`src/rtl/if_stage.sv`:
```
// rtl/if_stage.sv - instruction fetch stage: PC, imem handshake, skid buffer, IF/ID register.
// Optional perf counters (stall_cnt, flush_cnt) are enabled by defining IF_STAGE_PERF_CNT_EN.
module if_stage #(
  parameter int                  PC_WIDTH   = 32,
  parameter int                  INST_WIDTH = 32,
  parameter logic [PC_WIDTH-1:0] RESET_PC   = 32'h0000_0000
) (
  input  logic                  clk,
  input  logic                  rst_n,
  input  logic                  pc_write,
  input  logic                  IF_ID_write,
  input  logic                  branch_taken,
  input  logic [PC_WIDTH-1:0]   branch_target,
  output logic                  imem_req,
  output logic [PC_WIDTH-1:0]   imem_addr,
  input  logic                  imem_ack,
  input  logic [INST_WIDTH-1:0] imem_rdata,
  output logic [PC_WIDTH-1:0]   IF_ID_pc,
  output logic [INST_WIDTH-1:0] IF_ID_inst,
  output logic                  IF_ID_valid
`ifdef IF_STAGE_PERF_CNT_EN
  ,output logic [31:0]          stall_cnt,
  output logic [31:0]           flush_cnt
`endif
);

  localparam logic [INST_WIDTH-1:0] NOP = INST_WIDTH'(32'h0000_0013);

  typedef enum logic [1:0] {BOOT, FETCH, HELD} state_t;

  state_t                  state, state_nxt;
  logic [PC_WIDTH-1:0]     pc, pc_nxt;
  logic                    drop, drop_nxt;
  logic [PC_WIDTH-1:0]     drop_addr, drop_addr_nxt;
  logic [PC_WIDTH-1:0]     skid_pc, skid_pc_nxt;
  logic [INST_WIDTH-1:0]   skid_inst, skid_inst_nxt;
  logic [PC_WIDTH-1:0]     id_pc_nxt;
  logic [INST_WIDTH-1:0]   id_inst_nxt;
  logic                    id_valid_nxt;
  logic                    ack_fire;
  logic [PC_WIDTH-1:0]     pc_inc;

  // While a dropped request is still in flight, the bus must keep showing its address.
  assign imem_req  = (state == FETCH);
  assign imem_addr = drop ? drop_addr : pc;
  assign ack_fire  = (state == FETCH) && imem_ack;
  assign pc_inc    = pc + PC_WIDTH'(4);

  always_comb begin
    state_nxt     = state;
    pc_nxt        = pc;
    drop_nxt      = drop;
    drop_addr_nxt = drop_addr;
    skid_pc_nxt   = skid_pc;
    skid_inst_nxt = skid_inst;
    id_pc_nxt     = IF_ID_pc;
    id_inst_nxt   = IF_ID_inst;
    id_valid_nxt  = IF_ID_valid;

    if (branch_taken) begin
      // An unanswered request cannot be cancelled on the bus, so remember to discard its ack.
      drop_nxt      = (state == FETCH) && !imem_ack;
      drop_addr_nxt = drop ? drop_addr : pc;
      pc_nxt        = branch_target;
      id_pc_nxt     = '0;
      id_inst_nxt   = NOP;
      id_valid_nxt  = 1'b0;
      state_nxt     = FETCH;
    end else if (ack_fire && drop) begin
      drop_nxt = 1'b0;
      if (IF_ID_write) begin
        id_pc_nxt    = '0;
        id_inst_nxt  = NOP;
        id_valid_nxt = 1'b0;
      end
    end else if (ack_fire) begin
      if (IF_ID_write) begin
        id_pc_nxt    = pc;
        id_inst_nxt  = imem_rdata;
        id_valid_nxt = 1'b1;
      end else begin
        skid_pc_nxt   = pc;
        skid_inst_nxt = imem_rdata;
        state_nxt     = HELD;
      end
      if (pc_write) pc_nxt = pc_inc;
    end else if (state == HELD) begin
      if (IF_ID_write) begin
        id_pc_nxt    = skid_pc;
        id_inst_nxt  = skid_inst;
        id_valid_nxt = 1'b1;
        state_nxt    = FETCH;
      end
    end else begin
      if (IF_ID_write) begin
        id_pc_nxt    = '0;
        id_inst_nxt  = NOP;
        id_valid_nxt = 1'b0;
      end
      if (state == BOOT) state_nxt = FETCH;
    end
  end

  always_ff @(posedge clk or negedge rst_n) begin
    if (!rst_n) begin
      state       <= BOOT;
      pc          <= RESET_PC;
      drop        <= 1'b0;
      drop_addr   <= RESET_PC;
      skid_pc     <= '0;
      skid_inst   <= NOP;
      IF_ID_pc    <= '0;
      IF_ID_inst  <= NOP;
      IF_ID_valid <= 1'b0;
    end else begin
      state       <= state_nxt;
      pc          <= pc_nxt;
      drop        <= drop_nxt;
      drop_addr   <= drop_addr_nxt;
      skid_pc     <= skid_pc_nxt;
      skid_inst   <= skid_inst_nxt;
      IF_ID_pc    <= id_pc_nxt;
      IF_ID_inst  <= id_inst_nxt;
      IF_ID_valid <= id_valid_nxt;
    end
  end

`ifdef IF_STAGE_PERF_CNT_EN
  always_ff @(posedge clk or negedge rst_n) begin
    if (!rst_n) begin
      stall_cnt <= '0;
      flush_cnt <= '0;
    end else begin
      if (!IF_ID_write && stall_cnt != 32'hFFFF_FFFF) stall_cnt <= stall_cnt + 32'd1;
      if (branch_taken && flush_cnt != 32'hFFFF_FFFF) flush_cnt <= flush_cnt + 32'd1;
    end
  end
`endif

endmodule

```
`config.mk`:
```
export PLATFORM = sky130hd
export DESIGN_NAME = if_stage
export DESIGN_NICKNAME = d
export VERILOG_FILES = /design/src/rtl/if_stage.sv
export SDC_FILE = /design/constraint.sdc
export NUM_CORES = 1
export LEC_CHECK = 0
export ABC_CLOCK_PERIOD_IN_PS = 1850
export CORE_MARGIN = 8
export CORE_UTILIZATION = 54
export CTS_BUF_LIST = sky130_fd_sc_hd__clkbuf_2
export DETAILED_ROUTE_END_ITERATION = 10
export GPL_ROUTABILITY_DRIVEN = 1
export PLACE_DENSITY = 0.88
export SETUP_SLACK_MARGIN = 0.02
export SLEW_MARGIN = 20
export SYNTH_ARGS = -nofsm -noshare
export SYNTH_HDL_FRONTEND = slang
export SYNTH_SLANG_ARGS = --single-unit
export TNS_END_PERCENT = 100
```
`constraint.sdc`:
```
create_clock -name clk -period 1.85 [get_ports clk]
set_input_delay 0.37 -clock clk [delete_from_list [all_inputs] [get_ports clk]]
set_output_delay 0.37 -clock clk [all_outputs]
set_load 0.05 [all_outputs]
```
==> results.cfg, run 1 <==
[min_path]
hold_path_class = in -> async

[worst_setup_path]
r2r-end = IF_ID_inst[15]$_DFFE_PN0P_
r2r_slack_ns = -0.23
r2r_start = drop$_DFFE_PN0P_
reg2reg_depth = 8
worst-endpoint-arrival_ns = 2.05
end_kind = primary output
crit_fanout = 8
required_ns = 1.48
start_kind = register
path_class = reg -> out

[clock_tree]
cts-root-buf = clkbuf_2
numCtsBuffers = 17
clk_path_buf_depth = 2
cts_tree = built
cts.sinks = 196
clkLatencyLatePin_ns = 0.77
htreeDepth = 4
path_clk_slew_ns = 0.28

[timing]
post-route-min-period_ns = 2.42
max_clock_freq_ghz = 0.414
maxSlewHeadroom = 0.572
slew_viol_final = 0
tightest_slew_ns = 0.642
rsz0062_at_grt = yes
holdWs_ns = 0.104
skew_ns = 0.0437
layout_setup_ws_ns = -0.566
finalCritPeriodShare = 1.31
setup-violations-final = 100
hold_violations = 0

[power]
p_total_uw = 11300
power_switching_uw = 4040
irDropWorstVdd_mv = 0.554
leakage_uw = 0.00552
clock_power_share = 0.174
pwr_density_cell_nw_per_um2 = 883
power_frac_seq = 0.493
p_int_uw = 7290
pwr-share-comb = 0.332
p_sw_frac = 0.356

[yosys]
synthesis.nets = 847
synth_flop_cell = dfrtp_1
avgSynthCellArea_um2 = 11.5
async_reset_ff_frac = 1.00
ys_warn_count = 0
syn_area_um2 = 8910
synthDistinctLibCells = 48
ys_seq_elements = 196
ys_seq_area_frac = 0.551
synth_cells = 776
synth_edf_count = 0

[placement]
place_worst_setup_slack_ns = -0.376
dpl.hpwl_mm = 16.5
io_buffers = 167
gp_congestion = 0.821

[routing]
drc = 0
drtIter0Drc = 760
routed_wl_mm = 28.3
vias = 7623
firstDrtPassIters = 5
avgViaCountPerCell = 6.07
ant_nets = 0
wire_per_inst_um = 22.5

[global_route]
grt_usage = 0.240
grt_overflow = 0
grt_max_degree = 62
grt_pass1_vias = 7480
antenna_found_initial = 2
grt_first_pass_wirelength_mm = 39.2

[finish]
area_delta_synth_final_pct = 44.1
postLayoutCoreUtil = 0.785
fill_cells = 921
drive_above_1_share = 0.437
final_nets = 1093

[status]
status = complete, but fails checks
violations = setup timing

[floorplan]
fp.dieW_um = 144
core_area_um2 = 16300
pin_count = 168
num_rows = 47
fp.dieH_um = 144
dieArea_um2 = 20900
initial_core_util = 0.545

[run]
max_cap_violations = 0
kinds of logic after synthesis:
family | after synthesis | synth area share
XOR/XNOR | 25 | 0.0246
AND/OR/NAND/NOR | 181 | 0.102
adder cells (fa/ha/maj) | 1 | 0.00140
buffers and inverters | 72 | 0.0341
flip-flops | 196 | 0.551
AO/OA/AOI/OAI | 177 | 0.130
multiplexers | 124 | 0.156
layout by cell type (no fill, tap or decap), drive strengths merged, types with 7 or more instances in the layout:
cell type      instances
a21oi                 64
and3                   9
buf                  216
clkbuf                27
clkdlybuf4s50         67
dfrtp                190
inv                    8
mux2                 121
nand2                110
nand3                  7
nand4                 10
nor2                  10
nor4                  10
o21ai                 36
o221ai                61
xnor2                 17
xor2                   8
routing by layer:
layer,vias to the layer above,share of wire,track usage,wire length (um)
met2,341,0.50,0.394,14100
li1,3328,-,-,-
met4,2,0.025,0.0854,720
met3,71,0.069,0.0482,1940
met1,3881,0.41,0.310,11500
met5,-,0.00042,0,12
synthesized netlist by cell type (4+ instances only):
cell      number  area [um2]
nor4_2         5        62.6
nand4_1        9        56.3
buf_1          9        33.8
clkbuf_1      40         150
xnor2_1       17         149
and3_1         9        56.3
nand2b_1       5        31.3
dfstp_2        6         158
nor4_1         5        31.3
and2_1         4        25.0
buf_2         12        60.1
nand2_1      109         409
o21ai_0       21         105
inv_1          7        26.3
a221oi_1       4        35.0
nand3_1        6        30.0
dfrtp_1      190        4750
o221ai_1      61         534
mux2_1        16         180
a31oi_1        4        25.0
nor2_1        10        37.5
a21oi_1       63         315
xor2_1         8        70.1
o21ai_1       15        75.1
mux2_2       105        1180
nor3_1         4        20.0
critical path, cell delays in order (launching register included):
cell     delay [ns]
dfrtp_2        0.49
buf_12         0.15
buf_12         0.15
mux2_4         0.32
buf_6          0.16
state kept, by name, summed over array words and instances (netlist names):
signal	cells
IF_ID_valid	1
drop_addr	32
skid_inst	32
drop	1
state	2
IF_ID_pc	32
pc	32
skid_pc	32
IF_ID_inst	32
final cells by class:
type	instances	area (um2)	area share
multi-input combinational	508	4270	0.332
inverter	7	26.3	0.00205
timing repair buffer	292	3140	0.245
clock inverter	12	108	0.00838
tap	220	275	0.0214
sequential	196	4910	0.383
antenna	1	2.50	0.000195
clock buffer	20	100	0.00780
power by group through the flow:
stage	clock (uW)	sequential, uW	combinational (uW)
6_report	1970	5590	3770
5_1_grt	2140	5670	3960
4_1_cts	1980	5470	3380
3_5_place_dp	0	5540	3120
3_3_place_gp	0	5480	3050
2_1_floorplan	0	5740	1690
worst max-delay path by stage:
stage,end,cells after the start,slack (ns),from
finish,imem_addr[4],4,-0.57,drop$_DFFE_PN0P_
global route,imem_addr[26],4,-0.62,drop$_DFFE_PN0P_
CTS,imem_addr[19],4,-0.59,drop$_DFFE_PN0P_
detailed placement,pc[19]$_DFFE_PN0P_,7,-0.38,imem_ack
global placement,pc[17]$_DFFE_PN0P_,7,-0.34,imem_ack
floorplan,imem_addr[18],3,-0.11,drop$_DFFE_PN0P_
metrics by stage:
stage / TNS (ns) / instance area, um2 / std cells
3_3_place_gp: -26.52 / 11100 / 1170
4_1_cts: -18.76 / 11800 / 1217
6_report: -24.71 / 12800 / 1256
3_5_place_dp: -31.67 / 11100 / 1170
5_1_grt: -30.22 / 12800 / 1256
2_1_floorplan: -0.611 / 8920 / 776
timing repair:
action,4_1_cts,5_1_grt
hold buffers,2,0
setup endpoints to repair,86,164
cloned,2,9
pin swaps,19,59
endpoints found under the hold margin,195,0
gates resized for setup,80,136
buffers inserted,11,31
No activity file was read; power rests on OpenSTA's default activity.
==> run 2: changes to the inputs <==
--- a/config.mk
+++ b/config.mk
@@ -6,6 +6,7 @@
 export NUM_CORES = 1
 export LEC_CHECK = 0
 export ABC_CLOCK_PERIOD_IN_PS = 1850
+export CORE_ASPECT_RATIO = 1.4
 export CORE_MARGIN = 8
 export CORE_UTILIZATION = 54
 export CTS_BUF_LIST = sky130_fd_sc_hd__clkbuf_2
==> results.cfg, run 2 (synthesis gave the netlist of run 1 again) <==
[status]
status = complete, but fails checks
violations = setup timing

[placement]
placed_cell_area_um2 = 11100
dpl.hpwl_mm = 17.2
io_buffers = 167
gp_congestion = 0.835
dp_cells = 1158

[routing]
vias = 7859
wire_per_inst_um = 24.3
firstDrtPassIters = 5
ant_nets = 0
drc = 0
avgViaCountPerCell = 6.29
drtIter0Drc = 812
routed_wl_mm = 30.4

[finish]
final_nets = 1106
final_cell_mix = dfrtp_1, buf_4, nand2_1
area_delta_synth_final_pct = 47.6
postLayoutCoreUtil = 0.813
final_common_cell = dfrtp_1
design_area_um2 = 13200
finalNonFillerCells = 1249
drive_above_1_share = 0.468

[worst_setup_path]
end_kind = primary output
r2r_start = state[1]$_DFFE_PN0P_
start_kind = register
path_class = reg -> out
cp-startpoint = drop$_DFFE_PN0P_
reg2reg_depth = 8
crit_fanout = 11
critPathCapture = imem_addr[11]
r2r_slack_ns = -0.14
worst-endpoint-arrival_ns = 2.03
r2r-end = IF_ID_inst[11]$_DFFE_PN0P_
required_ns = 1.48

[timing]
skew_ns = 0.0338
max_clock_freq_ghz = 0.417
layout_setup_ws_ns = -0.549
rsz0062_at_grt = yes
tightest_slew_ns = 0.542
post-route-min-period_ns = 2.40
maxSlewHeadroom = 0.639
slew_viol_final = 0
hold_violations = 0
setup-violations-final = 80
finalCritPeriodShare = 1.30

[floorplan]
core_area_um2 = 16200
fp.dieH_um = 168
num_rows = 55
pin_count = 168
initial_core_util = 0.551
fp.dieW_um = 125
dieArea_um2 = 20900

[global_route]
grt_first_pass_wirelength_mm = 41.1
grt_pass1_vias = 7861
grt_overflow = 0
grt_max_degree = 76
grt_usage = 0.240
antenna_found_initial = 2

[clock_tree]
cts_tree = built
numCtsBuffers = 17
clkLatencyLatePin_ns = 0.75
clk_path_buf_depth = 2
cts-root-buf = clkbuf_2
path_clk_slew_ns = 0.29
cts.sinks = 196
htreeDepth = 4

[min_path]
min_path_cells = 3
hold_path_class = in -> reg

[power]
pwr_density_cell_nw_per_um2 = 880
leakage_uw = 0.00567
irDropWorstVdd_mv = 0.603

[run]
max_cap_violations = 0
==> run 2: worst min-delay path by stage <==
stage                                       to  slack [ns]              start
floorplan           IF_ID_inst[10]$_DFFE_PN0P_        0.07              rst_n
global placement      IF_ID_pc[21]$_DFFE_PN0P_        0.38              rst_n
detailed placement    IF_ID_pc[26]$_DFFE_PN0P_        0.39              rst_n
CTS                   IF_ID_pc[21]$_DFFE_PN0P_        0.04              rst_n
global route                pc[14]$_DFFE_PN0P_        0.06  branch_target[14]
finish                      pc[14]$_DFFE_PN0P_        0.11  branch_target[14]
==> run 2: repair_timing <==
item	in CTS	in global routing
hold buffers	2	0
hold endpoints to repair	178	0
buffers inserted	11	32
gates resized for setup	77	175
pin swaps	0	76
setup endpoints to repair	62	186
gates cloned	1	11
==> run 2: area by class of cell <==
cell class	count	area, um2
clock inverter	13	125
fill	824	3020
tap	199	249
antenna	2	5.00
multi-input combinational	508	4470
clock buffer	19	95.1
timing repair buffer	305	3270
sequential	196	4920
inverter	7	26.3
==> run 2: critical path, stage by stage (launching register included) <==
cell     delay, ns
dfrtp_2       0.45
buf_12        0.14
buf_12        0.15
mux2_2        0.37
buf_6         0.16
==> run 2: metal layers <==
layer / global-route usage / share of wire
met5: 0 / 0
met4: 0.109 / 0.051
met3: 0.0424 / 0.057
met2: 0.409 / 0.53
met1: 0.291 / 0.37
==> run 2: stage by stage <==
stage          setup WS [ns]  total power, uW  TNS (ns)  hold WS [ns]
2_1_floorplan         -0.108             7430    -0.611        0.0744
3_3_place_gp          -0.397             8550    -27.77         0.375
3_5_place_dp          -0.421             8700    -30.14         0.386
4_1_cts               -0.619            10900    -18.41        0.0419
5_1_grt               -0.629            12000    -25.63        0.0590
6_report              -0.549            11600    -19.26         0.112
==> run 2: where the power goes <==
part           total [uW]  leakage, uW  switching, uW  internal, uW
combinational        3880      0.00309           2090          1780
clock                2050     0.000131           1540           518
sequential           5640      0.00245            583          5060
